## config.mk

```make
export PLATFORM = sky130hd
export DESIGN_NAME = ibex_instr_bus_responder_flat
export DESIGN_NICKNAME = d
export VERILOG_FILES = /design/src/rtl/ibex_instr_bus_pkg.sv /design/src/rtl/ibex_instr_bus_responder_if.sv /design/src/rtl/ibex_instr_rsp_pipe.sv /design/src/rtl/ibex_instr_bus_responder.sv /design/src/flat_wrapper.sv
export SDC_FILE = /design/constraint.sdc
export NUM_CORES = 1
export LEC_CHECK = 0
export BUFFER_PORTS_ARGS = -buffer_cell sky130_fd_sc_hd__buf_2
export CORE_AREA = 2 2 79 81
export CTS_CLUSTER_DIAMETER = 40
export DETAILED_ROUTE_END_ITERATION = 12
export DIE_AREA = 0 0 81 83
export REMOVE_ABC_BUFFERS = 1
export SLEW_MARGIN = 10
export SYNTH_ARGS = -nofsm -noshare
export SYNTH_HDL_FRONTEND = slang
export SYNTH_HIERARCHICAL = 1
export SYNTH_SLANG_ARGS = --single-unit
```

## constraint.sdc

```tcl
create_clock -name clk_i -period 3.25 [get_ports clk_i]
set_clock_uncertainty 0.1 [all_clocks]
set_input_delay 0.325 -clock clk_i [delete_from_list [all_inputs] [get_ports clk_i]]
set_output_delay 0.325 -clock clk_i [all_outputs]
set_load 0.02 [all_outputs]
```

## src/rtl/ibex_instr_bus_pkg.sv

```systemverilog
// Shared types for the ibex instruction-fetch responder: capability layout,
// grant FSM encoding and the response pipeline stage record.
package ibex_instr_bus_pkg;

  localparam int unsigned CAP_W       = 93;
  localparam int unsigned CAP_TAG_BIT = 93;

  typedef enum logic [0:0] {
    GNT_IDLE  = 1'b0,
    GNT_STALL = 1'b1
  } gnt_state_e;

  typedef struct packed {
    logic        valid;
    logic        err;
    logic [31:0] rdata;
  } rsp_stage_t;

endpackage

```

## src/rtl/ibex_instr_bus_responder_if.sv

```systemverilog
// Instruction-fetch bus (req/gnt/rvalid) between the prefetch buffer (master)
// and the instruction memory responder (slave).
interface ibex_instr_bus_responder_if;
  import ibex_instr_bus_pkg::*;

  logic           instr_req;
  logic           instr_gnt;
  logic [31:0]    instr_addr;
  logic [CAP_W:0] instr_cap;
  logic           instr_rvalid;
  logic [31:0]    instr_rdata;
  logic           instr_err;

  modport master (
    output instr_req, instr_addr, instr_cap,
    input  instr_gnt, instr_rvalid, instr_rdata, instr_err
  );

  modport slave (
    input  instr_req, instr_addr, instr_cap,
    output instr_gnt, instr_rvalid, instr_rdata, instr_err
  );

endinterface

```

## src/rtl/ibex_instr_rsp_pipe.sv

```systemverilog
// LATENCY-stage response shift register: stage 0 records {valid, err} at the
// grant, stage 1 folds in the SRAM read data, later stages copy it forward.
module ibex_instr_rsp_pipe
  import ibex_instr_bus_pkg::*;
#(
  parameter int unsigned LATENCY = 1
) (
  input  logic        clk_i,
  input  logic        rst_ni,
  input  logic        in_valid_i,
  input  logic        in_err_i,
  input  logic [31:0] mem_rdata_i,
  output logic        out_valid_o,
  output logic        out_err_o,
  output logic [31:0] out_rdata_o
);

  rsp_stage_t  stage_q [LATENCY];
  rsp_stage_t  stage_d [LATENCY];
  logic [31:0] fetched;

  // SRAM data lands one cycle after the grant, i.e. while stage 0 holds it.
  assign fetched = (stage_q[0].valid && !stage_q[0].err) ? mem_rdata_i : 32'h0;

  always_comb begin
    // NOTE: every element gets a value on every path so no latch is inferred.
    for (int i = 0; i < LATENCY; i++) begin
      stage_d[i] = '0;
    end
    stage_d[0].valid = in_valid_i;
    stage_d[0].err   = in_valid_i && in_err_i;
    for (int i = 1; i < LATENCY; i++) begin
      stage_d[i] = stage_q[i-1];
      if (i == 1) begin
        stage_d[i].rdata = fetched;
      end
    end
  end

  always_ff @(posedge clk_i or negedge rst_ni) begin
    if (!rst_ni) begin
      // NOTE: the whole stage (data too) is reset so rdata reads 0 during reset.
      for (int i = 0; i < LATENCY; i++) begin
        stage_q[i] <= '0;
      end
    end else begin
      // NOTE: non-blocking so every stage shifts from its pre-edge neighbour.
      for (int i = 0; i < LATENCY; i++) begin
        stage_q[i] <= stage_d[i];
      end
    end
  end

  if (LATENCY == 1) begin : g_single
    assign out_valid_o = stage_q[0].valid;
    assign out_err_o   = stage_q[0].err;
    assign out_rdata_o = fetched;
  end else begin : g_multi
    assign out_valid_o = stage_q[LATENCY-1].valid;
    assign out_err_o   = stage_q[LATENCY-1].err;
    assign out_rdata_o = stage_q[LATENCY-1].rdata;
  end

endmodule

```

## src/rtl/ibex_instr_bus_responder.sv

```systemverilog
// Instruction memory responder: stalls grants, limits outstanding fetches,
// range/tag checks each grant and returns in-order responses after LATENCY.
module ibex_instr_bus_responder
  import ibex_instr_bus_pkg::*;
#(
  parameter int unsigned MEM_AW          = 10,
  parameter logic [31:0] BASE_ADDR       = 32'h0000_0000,
  parameter int unsigned GNT_DELAY       = 0,
  parameter int unsigned LATENCY         = 1,
  parameter int unsigned MAX_OUTSTANDING = 2
) (
  input  logic                        clk_i,
  input  logic                        rst_ni,
  ibex_instr_bus_responder_if.slave   bus,
  output logic                        mem_req_o,
  output logic [MEM_AW-1:0]           mem_addr_o,
  input  logic [31:0]                 mem_rdata_i
);

  localparam logic [0:0]  IDLE       = 1'(GNT_IDLE);
  localparam logic [0:0]  STALL      = 1'(GNT_STALL);
  localparam logic [2:0]  STALL_INIT = 3'((GNT_DELAY == 0) ? 0 : GNT_DELAY - 1);
  localparam logic [2:0]  MAX_OUT    = 3'(MAX_OUTSTANDING);
  localparam logic [30:0] MEM_WORDS  = 31'(1) << MEM_AW;

  logic [0:0]  state_q, state_d;
  logic [2:0]  stall_cnt_q, stall_cnt_d;
  logic [2:0]  outstanding_q, outstanding_d;
  logic        gnt_fsm, gnt, can_accept;
  logic        rsp_valid, rsp_err;
  logic [31:0] rsp_rdata;
  logic [30:0] word_off;
  logic        in_range, acc_err;

  // Word offset computed one bit wider so addresses below BASE_ADDR don't wrap.
  assign word_off = {1'b0, bus.instr_addr[31:2]} - {1'b0, BASE_ADDR[31:2]};
  assign in_range = (bus.instr_addr >= BASE_ADDR) && (word_off < MEM_WORDS);
  assign acc_err  = !in_range || !bus.instr_cap[CAP_TAG_BIT];

  // A response leaving this cycle frees its slot for a same-cycle grant.
  assign can_accept = (outstanding_q < MAX_OUT) || rsp_valid;

  always_comb begin
    state_d     = state_q;
    stall_cnt_d = stall_cnt_q;
    gnt_fsm     = 1'b0;
    case (state_q)
      IDLE: begin
        if (bus.instr_req && can_accept) begin
          if (GNT_DELAY == 0) begin
            gnt_fsm = 1'b1;
          end else begin
            state_d     = STALL;
            stall_cnt_d = STALL_INIT;
          end
        end
      end
      STALL: begin
        if (!bus.instr_req) begin
          state_d = IDLE;
        end else if (stall_cnt_q != 3'd0) begin
          stall_cnt_d = stall_cnt_q - 3'd1;
        end else if (can_accept) begin
          gnt_fsm = 1'b1;
          state_d = IDLE;
        end
      end
      default: state_d = IDLE;
    endcase
  end

  // The zero-delay grant is combinational from req, so hold it low in reset.
  assign gnt           = gnt_fsm && rst_ni;
  assign outstanding_d = outstanding_q + 3'(gnt) - 3'(rsp_valid);

  always_ff @(posedge clk_i or negedge rst_ni) begin
    if (!rst_ni) begin
      state_q       <= IDLE;
      stall_cnt_q   <= 3'd0;
      outstanding_q <= 3'd0;
    end else begin
      state_q       <= state_d;
      stall_cnt_q   <= stall_cnt_d;
      outstanding_q <= outstanding_d;
    end
  end

  assign mem_req_o  = gnt && !acc_err;
  assign mem_addr_o = word_off[MEM_AW-1:0];

  ibex_instr_rsp_pipe #(
    .LATENCY (LATENCY)
  ) u_rsp_pipe (
    .clk_i       (clk_i),
    .rst_ni      (rst_ni),
    .in_valid_i  (gnt),
    .in_err_i    (acc_err),
    .mem_rdata_i (mem_rdata_i),
    .out_valid_o (rsp_valid),
    .out_err_o   (rsp_err),
    .out_rdata_o (rsp_rdata)
  );

  assign bus.instr_gnt    = gnt;
  assign bus.instr_rvalid = rsp_valid;
  assign bus.instr_err    = rsp_err;
  assign bus.instr_rdata  = rsp_rdata;

  a_gnt_needs_req : assert property (
    @(posedge clk_i) disable iff (!rst_ni) gnt |-> bus.instr_req);
  a_outstanding_max : assert property (
    @(posedge clk_i) disable iff (!rst_ni) outstanding_q <= MAX_OUT);
  a_rvalid_after_gnt : assert property (
    @(posedge clk_i) disable iff (!rst_ni) rsp_valid |-> (outstanding_q != 3'd0));

endmodule

```

## src/flat_wrapper.sv

```systemverilog
// flat-port wrapper written by rule: the top's interface ports become plain ports
module ibex_instr_bus_responder_flat import ibex_instr_bus_pkg::*;
#(
  parameter int unsigned MEM_AW          = 10,
  parameter logic [31:0] BASE_ADDR       = 32'h0000_0000,
  parameter int unsigned GNT_DELAY       = 0,
  parameter int unsigned LATENCY         = 1,
  parameter int unsigned MAX_OUTSTANDING = 2
)
  (clk_i, rst_ni, mem_req_o, mem_addr_o, mem_rdata_i, bus_instr_req, bus_instr_addr, bus_instr_cap, bus_instr_gnt, bus_instr_rvalid, bus_instr_rdata, bus_instr_err);
  ibex_instr_bus_responder_if bus_i ();
  input  logic clk_i;
  input  logic rst_ni;
  output logic mem_req_o;
  output logic [MEM_AW-1:0] mem_addr_o;
  input  logic [31:0] mem_rdata_i;
  input wire logic [$bits(bus_i.instr_req)-1:0] bus_instr_req;
  input wire logic [$bits(bus_i.instr_addr)-1:0] bus_instr_addr;
  input wire logic [$bits(bus_i.instr_cap)-1:0] bus_instr_cap;
  output wire logic [$bits(bus_i.instr_gnt)-1:0] bus_instr_gnt;
  output wire logic [$bits(bus_i.instr_rvalid)-1:0] bus_instr_rvalid;
  output wire logic [$bits(bus_i.instr_rdata)-1:0] bus_instr_rdata;
  output wire logic [$bits(bus_i.instr_err)-1:0] bus_instr_err;
  assign bus_i.instr_req = bus_instr_req;
  assign bus_i.instr_addr = bus_instr_addr;
  assign bus_i.instr_cap = bus_instr_cap;
  assign bus_instr_gnt = bus_i.instr_gnt;
  assign bus_instr_rvalid = bus_i.instr_rvalid;
  assign bus_instr_rdata = bus_i.instr_rdata;
  assign bus_instr_err = bus_i.instr_err;
  ibex_instr_bus_responder #(.MEM_AW(MEM_AW), .BASE_ADDR(BASE_ADDR), .GNT_DELAY(GNT_DELAY), .LATENCY(LATENCY), .MAX_OUTSTANDING(MAX_OUTSTANDING)) u_core (.clk_i(clk_i), .rst_ni(rst_ni), .bus(bus_i), .mem_req_o(mem_req_o), .mem_addr_o(mem_addr_o), .mem_rdata_i(mem_rdata_i));
endmodule
```

Yosys cells after proc, flatten, opt, wreduce, memory -nomap -nowiden

Cells that the tools add are included.

Equality and inequality tests: 2
Order comparisons: 3
Bitwise logic cells: 1
Add/subtract/negate cells: 3
Multiplexer cells: 13
Reduce and logical (&&, ||, !) cells: 14

Operator list:

| kind                                                                                 | count |
|---|---|
| 32-bit by 1-bit greater-or-equal comparator with 1-bit output, second input constant | 1 |
| 32-bit two-way mux                                                                   | 1 |
| 30-bit by 11-bit less-than comparator with 1-bit output, second input constant       | 1 |
| 3-bit two-way mux                                                                    | 3 |
| 1-bit two-way mux                                                                    | 7 |
| 1-bit logical AND                                                                    | 6 |
| 1-bit zero test                                                                      | 4 |
| 2-bit inequality test, second input constant                                         | 2 |
| 1-bit one-hot mux with 2 select lines                                                | 2 |
| 3-bit by 1-bit adder with 3-bit output                                               | 1 |
| 3-bit by 2-bit less-than comparator with 1-bit output, second input constant         | 1 |
| 3-bit AND reduction                                                                  | 1 |
| 3-bit nonzero test                                                                   | 1 |
| 3-bit by 1-bit subtractor with 3-bit output                                          | 1 |
| 3-bit by 1-bit subtractor with 3-bit output, second input constant                   | 1 |
| 1-bit logical OR                                                                     | 2 |
| 1-bit inverter                                                                       | 1 |

Word-level logic and storage cells: 41
Bits of input ports: 161
Output and inout bits: 46
Register bits after elaboration: 9

Longest topological paths before layout

Depth after elaboration: 9
Gate-level depth with buffers: 7
Gate-level depth less buffers: 7

Hierarchy

Netlist, hierarchy kept.

By module, submodules not included:

| module                   | sequential area each (um^2) | area each (um^2) | instances | cells an instance |
|---|---|---|---|---|
| ibex_instr_bus_responder | 175.2                       | 529.3            | 1         | 52 |
| ibex_instr_rsp_pipe      | 50.0                        | 414.1            | 1         | 41 |

Worst setup path after synthesis

Ideal clock, no wire load.

Path kind: register to register
Start: register u_core.stall_cnt_q[0]
End: register u_core.outstanding_q[1]
Path buffers: 0
Library setup time: 0.135 ns
Data required time: 3.015 ns
Arrival: 1.828 ns
Setup slack: 1.187 ns
Cell stages (with the launch flop): 7
Period minus slack after synthesis: 2.063 ns
Cell sequence: dfrtp_1 > inv_1 > ha_1 > nand2b_1 > a21oi_1 > ha_1 > fa_1

Longest elaborated chain between the ends: 7

RTL lines:

| item                                        | RTL line                       | text |
|---|---|---|
| from (decl)                                 | ibex_instr_bus_responder.sv:27 | `logic [2:0] stall_cnt_q, stall_cnt_d;` |
| from (signal assigned)                      | ibex_instr_bus_responder.sv:83 | `stall_cnt_q <= stall_cnt_d;` |
| 3-bit nonzero test                          | ibex_instr_bus_responder.sv:61 | `end else if (stall_cnt_q != 3'd0) begin` |
| 1-bit two-way mux                           | ibex_instr_bus_responder.sv:61 |  |
| 1-bit two-way mux                           | ibex_instr_bus_responder.sv:59 | `if (!bus.instr_req) begin` |
| 1-bit one-hot mux with 2 select lines       | ibex_instr_bus_responder.sv:47 | `case (state_q)` |
| 1-bit logical AND                           | ibex_instr_bus_responder.sv:73 | `assign gnt = gnt_fsm && rst_ni;` |
| net bus_instr_gnt                           | flat_wrapper.sv:20             | `output wire logic [$bits(bus_i.instr_gnt)-1:0] bus_instr_gnt;` |
| 3-bit by 1-bit adder with 3-bit output      | ibex_instr_bus_responder.sv:74 | `assign outstanding_d = outstanding_q + 3'(gnt) - 3'(rsp_valid);` |
| 3-bit by 1-bit subtractor with 3-bit output | ibex_instr_bus_responder.sv:74 |  |
| net u_core.outstanding_d[1]                 | ibex_instr_bus_responder.sv:28 | `logic [2:0] outstanding_q, outstanding_d;` |
| to (signal assigned)                        | ibex_instr_bus_responder.sv:84 | `outstanding_q <= outstanding_d;` |
| to (decl)                                   | ibex_instr_bus_responder.sv:28 |  |

The timed path passes the listed nets, and every way through them passes these cells.
A chain may end at the register's enable or synchronous reset.

Worst setup path in the final report

Start: input rst_ni
End: output bus_instr_gnt

Longest elaborated chain between the ends: 1

RTL lines:

| item              | RTL line                       | text |
|---|---|---|
| from (decl)       | flat_wrapper.sv:13             | `input logic rst_ni;` |
| 1-bit logical AND | ibex_instr_bus_responder.sv:73 |  |
| to (decl)         | flat_wrapper.sv:20             |  |

Every way passes these cells.

==> impl_metrics.csv <==
group,metric,value,unit
sta,fmax,0.452,GHz
sta,rsz0062_at_grt,"false",
power,p_per_area,200,nW/um^2
grt,grtUsageTotal,15.8,%
logic_synthesis,synth.avg_cell_area,10.1,sq um
worst_setup_path,cpPeakStageDelay,0.51,ns
power,peakVddDrop,0.000196,V
worst_setup_path,critical_path.cell_chain,"dlygate4sd3_1, buf_2, o211ai_1, a21oi_1, buf_2",
route,drt_iter0_drc,17,
route,wl,5.45,mm
logic_synthesis,netlist_area,943,sq um
die,dieArea,6720,sq um
worst_setup_path,cpMostUsedCell,"buf_2",
cts,clock-sinks,9,
placed_design,gp_congestion,0.741,
cts,cts_made_buffers,3,
cts,h-tree-depth,1,
worst_setup_path,critical_path_required,2.82,ns
logic_synthesis,yosysWarnings,6,
logic_synthesis,synth_top_area_share,34.0,%
worst_setup_path,crit_arrival,1.79,ns
final_layout,fin_nets,342,
die,die_width,81,um
grt,antenna_found_initial,6,
grt,global_route.overflow_total,0,
placed_design,dp_hpwl,4.99,mm
cts,clk_pin_slew,0.05,ns
placed_design,port_buffers,91,
run,cap_violations,0,
worst_setup_path,cp_slowest_cell,"dlygate4sd3_1",
route,wl_per_cell,21.5,um
final_layout,register_area,225,sq um
logic_synthesis,synth_cell_types,26,
final_layout,final_cells,253,
sta,drv_slew,0,
worst_setup_path,critPathLaunchType,"input port",
die,ioPinCount,207,
route,drc,0,
sta,fin_crit_sh,68.1,%
cts,insertion_delay,0.23,ns
hold_path,hp-class,"input port to flip-flop",
route,first_pass_iters,4,
sta,final-hold-violation-count,0,
die,std_cell_rows,28,
die,die_h,83,um
cts,cts_resized,0,
route,viasPerCell,4.04,
logic_synthesis,seq_area_frac_synth,23.9,%
worst_setup_path,worstPathMaxFanout,10,
sta,finalSetupTns,0,ns
sta,max_slew_margin,52.4,%
logic_synthesis,yosysTopAreaCell,"and3b_2",
cts,clk_path_buf_depth,2,
logic_synthesis,synth_seq_cells,9,
final_layout,nFillCells,682,
cts,cts_tree,"yes",
final_layout,fin_area,1450,sq um
placed_design,placed_area,1390,sq um
final_layout,syn2layout_area_growth,54.0,%
cts,cts-root-buf,"clkbuf_8",
grt,grt_pass1_vias,946,
logic_synthesis,yosys-top-cells-area,"and3b_2 (34%), dfrtp_1 (24%), buf_4 (10%)",
worst_setup_path,path_class,"input port to output pin",
sta,fin_crit,2.21,ns
grt,grt_pass1_wl,6.89,mm
placed_design,numPlacedInstances,244,
logic_synthesis,synthesis.instances,93,
worst_setup_path,worst-path-buf-inv,3,
sta,finalSetupViolations,0,
die,start_util,16.2,%
route,vias,1021,
grt,grt_max_degree,37,
power,leakage,0.000900,uW
outcome,outcome,"finished clean",
worst_setup_path,critPathTopFamily,"buffers and inverters",
final_layout,multi_input_area,579,sq um
route,ant_nets,0,
final_layout,drive_gt1_share,75.9,%
sta,worstMarginPinSlew,0.714,ns
die,core-area,5820,sq um
worst_setup_path,worstSetupEndpointType,"output pin",
-- power breakdown --
part / total, uW / switching, uW / internal (uW)
Clock: 130 / 44.8 / 85.5
Sequential: 112 / 0 / 112
Combinational: 47.6 / 21.9 / 25.7
Total: 290 / 66.6 / 224
-- cells in the final DEF (no fill, tap or decap), types with 2 or more instances in the layout --
cell type,instances
nor2_1,2
inv_1,7
nor3_1,2
nor4_2,2
dfrtp_1,9
ha_1,5
clkbuf_8,3
xnor2_1,2
buf_2,91
diode_2,4
and3b_2,32
-- synth_stat cells (all sizes together) --
cell type / count
and3b: 32
buf: 16
dfrtp: 9
inv: 7
ha: 5
nor4: 3
nor2: 2
nor3: 2
xnor2: 2
a2111oi: 1
a21o: 1
a21oi: 1
and2: 1
and3: 1
fa: 1
mux2i: 1
nand2: 1
nand2b: 1
nand3: 1
nand4: 1
nor4b: 1
o211a: 1
o211ai: 1
or2: 1
-- sequential cells by signal (all words and copies together) (netlist names) --
signal and count:
u_core/outstanding_q 3, u_core/stall_cnt_q 3, u_core/state_q 1, u_core/u_rsp_pipe/out_err_o 1, u_core/u_rsp_pipe/out_valid_o 1
-- area by class of cell --
type	count	share of cell area [%]
multi-input combinational	61	39.9
timing repair buffer	93	32.6
sequential	9	15.5
tap	75	6.46
clock buffer	4	3.10
inverter	7	1.81
antenna	4	0.689
-- worst paths after layout --
check	startpoint	endpoint	slack, ns	cells after the start
max	rst_ni	bus_instr_gnt	1.04	5
min	bus_instr_req	u_core/state_q	0.27	2
max reg2reg	u_core/u_rsp_pipe/out_valid_o	u_core/outstanding_q[2]	1.25	6
min reg2reg	u_core/stall_cnt_q[2]	u_core/stall_cnt_q[2]	0.39	1
max in group asynchronous	rst_ni	u_core/outstanding_q[0]	2.48	2
min in group asynchronous	rst_ni	u_core/stall_cnt_q[2]	0.38	2
-- routing by layer --
| layer | wire length, um | vias to the layer above | track usage [%] | part of all wire [%] |
|---|---|---|---|---|
| met5 | 102 | - | 8.33 | 1.9 |
| li1 | - | 484 | - | - |
| met4 | 107 | 6 | 4.47 | 2.0 |
| met1 | 2200 | 402 | 19.3 | 40 |
| met2 | 1750 | 119 | 18.4 | 32 |
| met3 | 1280 | 10 | 15.2 | 24 |
-- stage by stage --
stage / hold WS (ns) / setup slack (ns) / power, uW / utilization [%]
floorplan: -0.0706 / 0.904 / 116 / -
finish: 0.267 / 1.04 / 290 / 25.0
CTS: 0.262 / 1.02 / 294 / 24.8
global placement: 0.0951 / 1.33 / 160 / 23.9
global route: 0.264 / 0.874 / 303 / 24.8
detailed placement: 0.102 / 1.29 / 161 / 23.9
-- cell families after synthesis --
| group | after synthesis | share of synthesized area, % |
|---|---|---|
| AO/OA/AOI/OAI | 5 | 4.77 |
| XOR/XNOR | 2 | 1.86 |
| adder cells (fa/ha/maj) | 6 | 8.75 |
| buffers and inverters | 23 | 14.7 |
| multiplexers | 1 | 1.06 |
| flip-flops | 9 | 23.9 |
| AND/OR/NAND/NOR | 47 | 45.0 |
-- what timing repair did --
action	in CTS	in global routing
hold buffers	1	0
setup buffers	0	0
hold endpoints to repair	9	0
Note: power is estimated with default switching activity, not from simulation.
